--- config.mk ---
export PLATFORM = sky130hd
export DESIGN_NAME = adder_share_ctrl
export DESIGN_NICKNAME = d
export VERILOG_FILES = /design/src/rtl/adder_share_pkg.sv /design/src/rtl/adder_share_ctrl_rr_arbiter.sv /design/src/rtl/adder_share_ctrl.sv
export SDC_FILE = /design/constraint.sdc
export NUM_CORES = 1
export LEC_CHECK = 0
export CORE_MARGIN = 5
export CORE_UTILIZATION = 40
export CTS_CLUSTER_SIZE = 40
export DETAILED_ROUTE_END_ITERATION = 8
export GPL_ROUTABILITY_DRIVEN = 0
export HOLD_SLACK_MARGIN = 0.15
export PLACE_DENSITY = 0.84
export SYNTH_ARGS = -nofsm -noshare
export SYNTH_HDL_FRONTEND = slang
export SYNTH_SLANG_ARGS = --single-unit
--- constraint.sdc ---
create_clock -name clk -period 3.11 [get_ports clk]
set_input_delay 0.622 -clock clk [delete_from_list [all_inputs] [get_ports clk]]
set_output_delay 0.622 -clock clk [all_outputs]
set_load 0.02 [all_outputs]
--- src/rtl/adder_share_pkg.sv ---
// Shared types and defaults for the shared-adder controller.
package adder_share_pkg;

  localparam int DEF_WIDTH   = 8;
  localparam int DEF_NUM_REQ = 2;

  typedef enum logic [1:0] {
    IDLE = 2'd0,
    CALC = 2'd1,
    RESP = 2'd2
  } state_e;

endpackage

--- src/rtl/adder_share_ctrl_rr_arbiter.sv ---
// Combinational round-robin arbiter: picks the first asserted request
// at or above the pointer, wrapping at NUM_REQ-1.
module rr_arbiter #(
  parameter int NUM_REQ = 2,
  parameter int IDW     = $clog2(NUM_REQ)
) (
  input  logic [NUM_REQ-1:0] req_i,
  input  logic [IDW-1:0]     ptr_i,
  output logic [NUM_REQ-1:0] grant_o,
  output logic [IDW-1:0]     winner_o,
  output logic               any_o
);

  // Scan offsets 0..NUM_REQ-1 from the pointer; the first hit wins.
  always_comb begin
    logic [IDW:0] idx;
    grant_o  = '0;
    winner_o = '0;
    any_o    = 1'b0;
    idx      = '0;
    for (int off = 0; off < NUM_REQ; off++) begin
      idx = {1'b0, ptr_i} + (IDW+1)'(off);
      if (idx >= (IDW+1)'(NUM_REQ)) idx = idx - (IDW+1)'(NUM_REQ);
      if (!any_o && req_i[idx[IDW-1:0]]) begin
        any_o                 = 1'b1;
        grant_o[idx[IDW-1:0]] = 1'b1;
        winner_o              = idx[IDW-1:0];
      end
    end
  end

endmodule

--- src/rtl/adder_share_ctrl.sv ---
// Sequences one shared combinational adder between NUM_REQ requesters:
// round-robin grant, registered operands, captured sum, tagged response.
//
// Handshakes: a transfer happens on a rising edge where valid and ready
// are both high. The requester holds req_valid/operands until its
// req_ready; the controller holds resp_* stable while resp_valid is high
// and resp_ready is low.
module adder_share_ctrl
  import adder_share_pkg::*;
#(
  parameter int  NUM_REQ = DEF_NUM_REQ,
  parameter int  WIDTH   = DEF_WIDTH,
  localparam int IDW     = $clog2(NUM_REQ)
) (
  input  logic                     clk,
  input  logic                     rst,
  input  logic [NUM_REQ-1:0]       req_valid,
  output logic [NUM_REQ-1:0]       req_ready,
  input  logic [NUM_REQ*WIDTH-1:0] req_a,
  input  logic [NUM_REQ*WIDTH-1:0] req_b,
  output logic [WIDTH-1:0]         add_a,
  output logic [WIDTH-1:0]         add_b,
  input  logic [WIDTH:0]           add_sum,
  output logic                     resp_valid,
  input  logic                     resp_ready,
  output logic [WIDTH-1:0]         resp_data,
  output logic                     resp_carry,
  output logic [IDW-1:0]           resp_id,
  output logic                     busy,
  output logic [1:0]               dbg_state,
  output logic [IDW-1:0]           dbg_ptr
);

  state_e             state_q, state_d;
  logic [IDW-1:0]     ptr_q, ptr_d;
  logic [IDW-1:0]     id_q, id_d;
  logic [WIDTH-1:0]   add_a_q, add_a_d;
  logic [WIDTH-1:0]   add_b_q, add_b_d;
  logic               resp_valid_q, resp_valid_d;
  logic [WIDTH-1:0]   resp_data_q, resp_data_d;
  logic               resp_carry_q, resp_carry_d;
  logic [IDW-1:0]     resp_id_q, resp_id_d;

  logic [NUM_REQ-1:0] grant;
  logic [IDW-1:0]     winner;
  logic               any_req;

  rr_arbiter #(
    .NUM_REQ (NUM_REQ),
    .IDW     (IDW)
  ) u_arb (
    .req_i    (req_valid),
    .ptr_i    (ptr_q),
    .grant_o  (grant),
    .winner_o (winner),
    .any_o    (any_req)
  );

  // Next-state and datapath-load decisions; every register holds by default.
  always_comb begin
    state_d      = state_q;
    ptr_d        = ptr_q;
    id_d         = id_q;
    add_a_d      = add_a_q;
    add_b_d      = add_b_q;
    resp_valid_d = resp_valid_q;
    resp_data_d  = resp_data_q;
    resp_carry_d = resp_carry_q;
    resp_id_d    = resp_id_q;
    req_ready    = '0;
    case (state_q)
      IDLE: begin
        req_ready = grant;
        if (any_req) begin
          add_a_d = req_a[int'(winner)*WIDTH +: WIDTH];
          add_b_d = req_b[int'(winner)*WIDTH +: WIDTH];
          id_d    = winner;
          ptr_d   = (winner == IDW'(NUM_REQ-1)) ? '0 : winner + 1'b1;
          state_d = CALC;
        end
      end
      CALC: begin
        resp_data_d  = add_sum[WIDTH-1:0];
        resp_carry_d = add_sum[WIDTH];
        resp_id_d    = id_q;
        resp_valid_d = 1'b1;
        state_d      = RESP;
      end
      RESP: begin
        // Return to IDLE only; the next grant waits for the IDLE cycle.
        if (resp_ready) begin
          resp_valid_d = 1'b0;
          state_d      = IDLE;
        end
      end
      default: state_d = IDLE;
    endcase
  end

  // State and datapath registers; reset drops any in-flight transaction.
  always_ff @(posedge clk) begin
    if (rst) begin
      state_q      <= IDLE;
      ptr_q        <= '0;
      id_q         <= '0;
      add_a_q      <= '0;
      add_b_q      <= '0;
      resp_valid_q <= 1'b0;
      resp_data_q  <= '0;
      resp_carry_q <= 1'b0;
      resp_id_q    <= '0;
    end else begin
      state_q      <= state_d;
      ptr_q        <= ptr_d;
      id_q         <= id_d;
      add_a_q      <= add_a_d;
      add_b_q      <= add_b_d;
      resp_valid_q <= resp_valid_d;
      resp_data_q  <= resp_data_d;
      resp_carry_q <= resp_carry_d;
      resp_id_q    <= resp_id_d;
    end
  end

  assign add_a      = add_a_q;
  assign add_b      = add_b_q;
  assign resp_valid = resp_valid_q;
  assign resp_data  = resp_data_q;
  assign resp_carry = resp_carry_q;
  assign resp_id    = resp_id_q;
  assign busy       = (state_q != IDLE);
  assign dbg_state  = state_q;
  assign dbg_ptr    = ptr_q;

endmodule
-- Word level (Yosys, flattened, before mapping)
Cells that the tools add are included.
- logic and storage cells: 59
- flip-flop bits (word level): 31
- input bits: 46
- reduce and logical (&&, ||, !) cells: 10
- shifts and indexed selects: 2
- eq/ne operators: 4
- $lt $le $gt $ge: 6
- bitwise logic cells: 1
- add/subtract/negate cells: 4
- muxes and demuxes: 23
- operators with widths (cell ; count):
    $shiftx 16x5->8 ; 2
    $mux 1 ; 14
    $mux 2 ; 5
    $pmux 2 s3 ; 1
    $reduce_and 2->1 ; 3
    $lt 1x2->1 const B ; 2
    $ne 2x2->1 const B ; 2
    $reduce_bool 2->1 ; 2
    $logic_and 1x1->1 ; 3
    $add 1x1->2 const B ; 1
    $demux 1 s1 ; 2
    $eq 2x1->1 const B ; 1
    $eq 2x2->1 const B ; 1
    $ge 1x1->1 const B ; 2
    $ge 1x2->1 const B ; 1
    $ge 2x2->1 const B ; 1
    $logic_not 2->1 ; 1
    $or 2x2->2 ; 1
    $pmux 1 s2 ; 1
    $sub 1x1->1 const B ; 2
    $add 1x1->1 const B ; 1
    $logic_not 1->1 ; 1

-- Logic depth before layout (Yosys ltp)
- depth in word-level cells: 10
- depth in mapped cells: 5
- depth with buffers taken out: 3

-- Modules after synthesis
A second synthesis with hierarchy kept.
- cell total of the unflattened synthesis: 144
- area, all modules: 1378.8 um^2
- modules (own cells, without submodules) (module ; area each (um^2) ; cells an instance ; sequential area each (um^2) ; times used):
    adder_share_ctrl ; 1346.3 ; 139 ; 620.6 ; 1
    rr_arbiter ; 32.5 ; 5 ; 0.0 ; 1

-- Worst setup path after synthesis
OpenSTA, ideal clock, no wires.
- path kind: input-to-output
- start: input req_valid[1]
- end: output req_ready[0]
- stages on the path: 3
- setup slack: 1.155 ns
- data arrival time: 1.333 ns
- path buffers: 1
- path through: nand2_1 clkbuf_1 and2_1
- word-level cells in the longest chain between the ends: 7
- elaborated cells between the ends (all ways): 11
- classes of those cells: mux: 8; bitwise: 1; reduce/logical: 2
- ends and longest elaborated chain (what ; RTL line ; RTL):
    start, declared ; adder_share_ctrl.sv:17 ; input logic [NUM_REQ-1:0] req_valid,
    $mux 1 (not written as such) (2 in series) ; adder_share_ctrl_rr_arbiter.sv:24 ; if (!any_o && req_i[idx[IDW-1:0]]) begin
    $mux 1 ; adder_share_ctrl_rr_arbiter.sv:24 ;
    $logic_not 1->1 ; adder_share_ctrl_rr_arbiter.sv:24 ;
    $logic_and 1x1->1 ; adder_share_ctrl_rr_arbiter.sv:24 ;
    $mux 2 * ; adder_share_ctrl_rr_arbiter.sv:24 ;
    $mux 2 * ; adder_share_ctrl.sv:71 ; case (state_q)
    end, declared ; adder_share_ctrl.sv:18 ; output logic [NUM_REQ-1:0] req_ready,
Every way passes the cells marked *; elsewhere a longest branch is shown, timed or not. The select of a mux whose other input is x is not followed.

-- Worst setup path after layout
- start: input req_valid[1]
- end: output req_ready[1]
The elaborated chain is that of the path after synthesis.

==> impl.org <==
** Critical path
- In this run the critical register-to-register path is captured at add_b[2].
- STA classifies the critical path startpoint as an input pin.
- Number of cells on the worst reg-to-reg path :: 4
- Tracing the worst setup path back leads to its startpoint at req_valid[1].
- Data arrival time of the critical path :: roughly 2200 ps
- Data on the critical path is required at its endpoint by around 2500 ps.
- Of all nets on the critical path, the largest fanout is 3.
- In this run the register-to-register setup slack is 1750 ps.
- In this run the critical register-to-register path is launched from dbg_state[1].
- The critical path ends at req_ready[1].
- Crit path capture type :: output pin
- The worst setup path is of the input pin to output pin kind.

** Global routing
- Largest net degree at the start of global routing :: 32
- Global-route wire length before repair :: about 6700 um
- The number of antenna violations at the first check in global routing came to 0.
- In the global route stage, overall resource usage came out at roughly 20%.
- Number of global-route vias before repair :: 1363
- Summed over all layers, the global routing overflow is 0.

** Logic synthesis
- Count of state elements after synthesis :: 31
- Count of distinct cell types in the synthesized netlist :: 25
- Post-synth top area share :: between 40% and 50%
- Post-synth EDFFs :: 0
- Synthesis produced 159 cells.
- For this run, the number of Yosys warnings is 0.
- Summed over all instances, the cell type with the most area after synthesis is dfxtp_1.
- Top area cells in the synthesized netlist :: dfxtp_1 47%, nand3_1 12%, a31oi_1 7.6%
- Total standard cell area after synthesis :: about 1300 sq um
- The share of the Yosys chip area taken by registers is a little under half.
- Averaged over all synthesized cells, the footprint is ~8.3 sq um.
- For this run, asynchronously set or reset flops after synthesis account for 0%.
- Counting every net in the synthesized netlist gives between 200 and 250.
- Predominant post-synthesis flop cell :: dfxtp_1

** Die
- Total I/O pin count :: a little under 80
- The floorplan step set the die width to 67.4 um.
- Core box area :: 3100 sq um
- Initial core utilization :: 42.5%
- The floorplan has 20 rows.
- The floorplan step defined a die boundary enclosing ~4500 sq um.
- In this run the vertical extent of the chip is 67.4 um.

** Pwr
- IR analysis of the VDD net gives a maximum drop of 0.298 mV.
- Leakage :: just under 0.8 nW
- Cell area power density :: slightly below 500 nW/um^2

** STA
- Total negative setup slack :: 0 ps
- Highest achievable clock rate :: around 0.36 GHz
- The number of endpoints with negative hold slack in the final report is 0.
- Headroom to the max-slew limit :: between 50 and 60%
- The worst path uses 89.7% of the clock period.
- Final min period :: 2790 ps
- Setup violations remaining at the end of the flow were counted as 0.
- Worst Max-Slew Pin Slew :: around 690 ps
- The number of max-slew violations in the final report is 0.
- Unrepaired setup endpoints after global routing :: false
- Post-route clock skew :: ~8.2 ps

** Final layout
- From synthesis to final layout, the design area changed by 67.1%.
- Most common cell after layout, fill and taps aside :: clkdlybuf4s50_1
- Cells with a size suffix above 1 make up under 10% of the layout.
- Filler cell count :: 263
- Once layout is done, the placed cells without fillers occupy between 2000 and 2500 sq um.
- Registers take between 600 and 700 sq um.
- The finished layout holds approximately 280 standard cells, fillers aside.
- Most used cells in the layout excluding fill and tap cells :: 78 x clkdlybuf4s50_1, 31 x nand3_1, 31 x dfxtp_1, 22 x nand2_1, 16 x a31oi_1
- The final layout contains 283 nets.
- Summing all multi-input logic gate instances after layout gives between 600 and 700 sq um.
- Number of diodes added for antenna fixing :: 0

** Clocking
- Sink count of the clock tree :: 31
- Cell chosen for the clock root :: clkbuf_4
- Counting along the longest clock path gives a buffer depth of 2.
- TritonCTS built the clock tree.
- Post-CTS timing repair inserted 0 buffers for setup.
- # resized after CTS :: 0
- The clock reaches the later pin of the worst-skew pair after between 300 and 400 ps.
- Max H-tree Level :: 2
- Clock slew at reported path FFs :: around 100 ps
- CTS Buf Count :: 5
- Post-CTS Hold Fix Bufs :: 0

** Placement
- Once detailed placement completed, the half-perimeter wirelength came to about 3000 um.
- Count of port buffers added during placement :: between 70 and 80
- The placed instances occupy a cell area of about 2100 sq um.
- Counting tap cells, the placed design contains a total of about 270 instances.

** Worst hold path
- Path category of the worst min-delay check :: flip-flop to flip-flop
- The worst hold path passes through 2 cells.
- The startpoint identified for the worst hold timing path is id_q.

** Detailed routing
- DRT Pass-1 Iters :: 4
- After the first detailed-routing iteration, the DRC count stood at 81.
- Total Wirelength :: around 4100 um
- Post-detailed-route via-to-cell ratio :: about 5.2
- Summing over every cut layer, the via total after detailed routing is roughly 1500.
- The count of nets left with antenna violations once routing finished came out at 0.
- For this run, design rule violations remaining after detail routing come to 0.
- Per-cell routed wire length :: 14.6 um

** Outcome
- Outcome :: completed

** Job
- Max-cap violations in this run came to 0.
## cells in the mapped netlist (2+ instances only)
| library cell | instances |
|---|---|
| dfxtp_1 | 31 |
| nand3_1 | 31 |
| nand2_1 | 22 |
| a31oi_1 | 16 |
| a21oi_1 | 12 |
| o21ai_0 | 10 |
| o21ai_1 | 8 |
| clkbuf_1 | 4 |
| buf_2 | 3 |
| buf_6 | 3 |
| buf_4 | 2 |
| nand2b_1 | 2 |
| nor2_1 | 2 |
| nor3b_4 | 2 |
## layout make-up
type / count / area share [%]
Timing Repair Buffer: 84 / 37.5
Sequential cell: 31 / 28.2
Multi-Input combinational cell: 114 / 27.7
Tap cell: 44 / 2.50
Clock buffer: 6 / 2.33
Clock inverter: 2 / 1.59
Inverter: 1 / 0.170
## state kept, by name (all words and copies together), names as in the netlist
name	count
add_a	8
add_b	8
resp_data	8
dbg_state	2
dbg_ptr	1
id_q	1
resp_carry	1
resp_id	1
resp_valid	1
## layer usage
metal / track usage [%] / wire length (um)
met1: 24.1 / 1730
met2: 29.7 / 1850
met3: 7.49 / 449
met4: 9.37 / 104
met5: 0 / 0
## worst min-delay path by stage
| stage | endpoint | slack [ps] |
|---|---|---|
| 2_1_floorplan | resp_id | 430 |
| 3_3_place_gp | resp_id | 440 |
| 3_5_place_dp | resp_data[2] | 450 |
| 4_1_cts | resp_data[2] | 460 |
| 5_1_grt | resp_data[1] | 480 |
| 6_report | resp_id | 450 |
## metrics by stage
| step | power [W] | utilization (%) | setup slack, ps | hold WS (ps) |
|---|---|---|---|---|
| finish | 0.00108 | 71.0 | 322 | 452 |
| global route | 0.00114 | 71.0 | 256 | 478 |
| CTS | 0.00109 | 71.0 | 315 | 460 |
| detailed placement | 0.000766 | 68.2 | 321 | 446 |
| global placement | 0.000762 | 68.2 | 354 | 437 |
| floorplan | 0.000612 | - | 1160 | 430 |
## report_power, final
part           internal, W  switching, W  total [W]
combinational     0.000154      0.000151   0.000305
clock             0.000190      0.000136   0.000326
sequential        0.000431     0.0000214   0.000452
## worst max-delay path, stage by stage
cell             delay [ps]
clkdlybuf4s50_1         530
nor3b_4                 230
nand2_1                 120
inv_1                    70
clkdlybuf4s50_1         600
## cells by family after synthesis
family,count (synthesis),synth area share (%)
flip-flops,31,47.1
buffers and inverters,14,6.55
AND/OR/NAND/NOR,67,26.8
AO/OA/AOI/OAI,47,19.6
(Power assumes the default switching activity.)
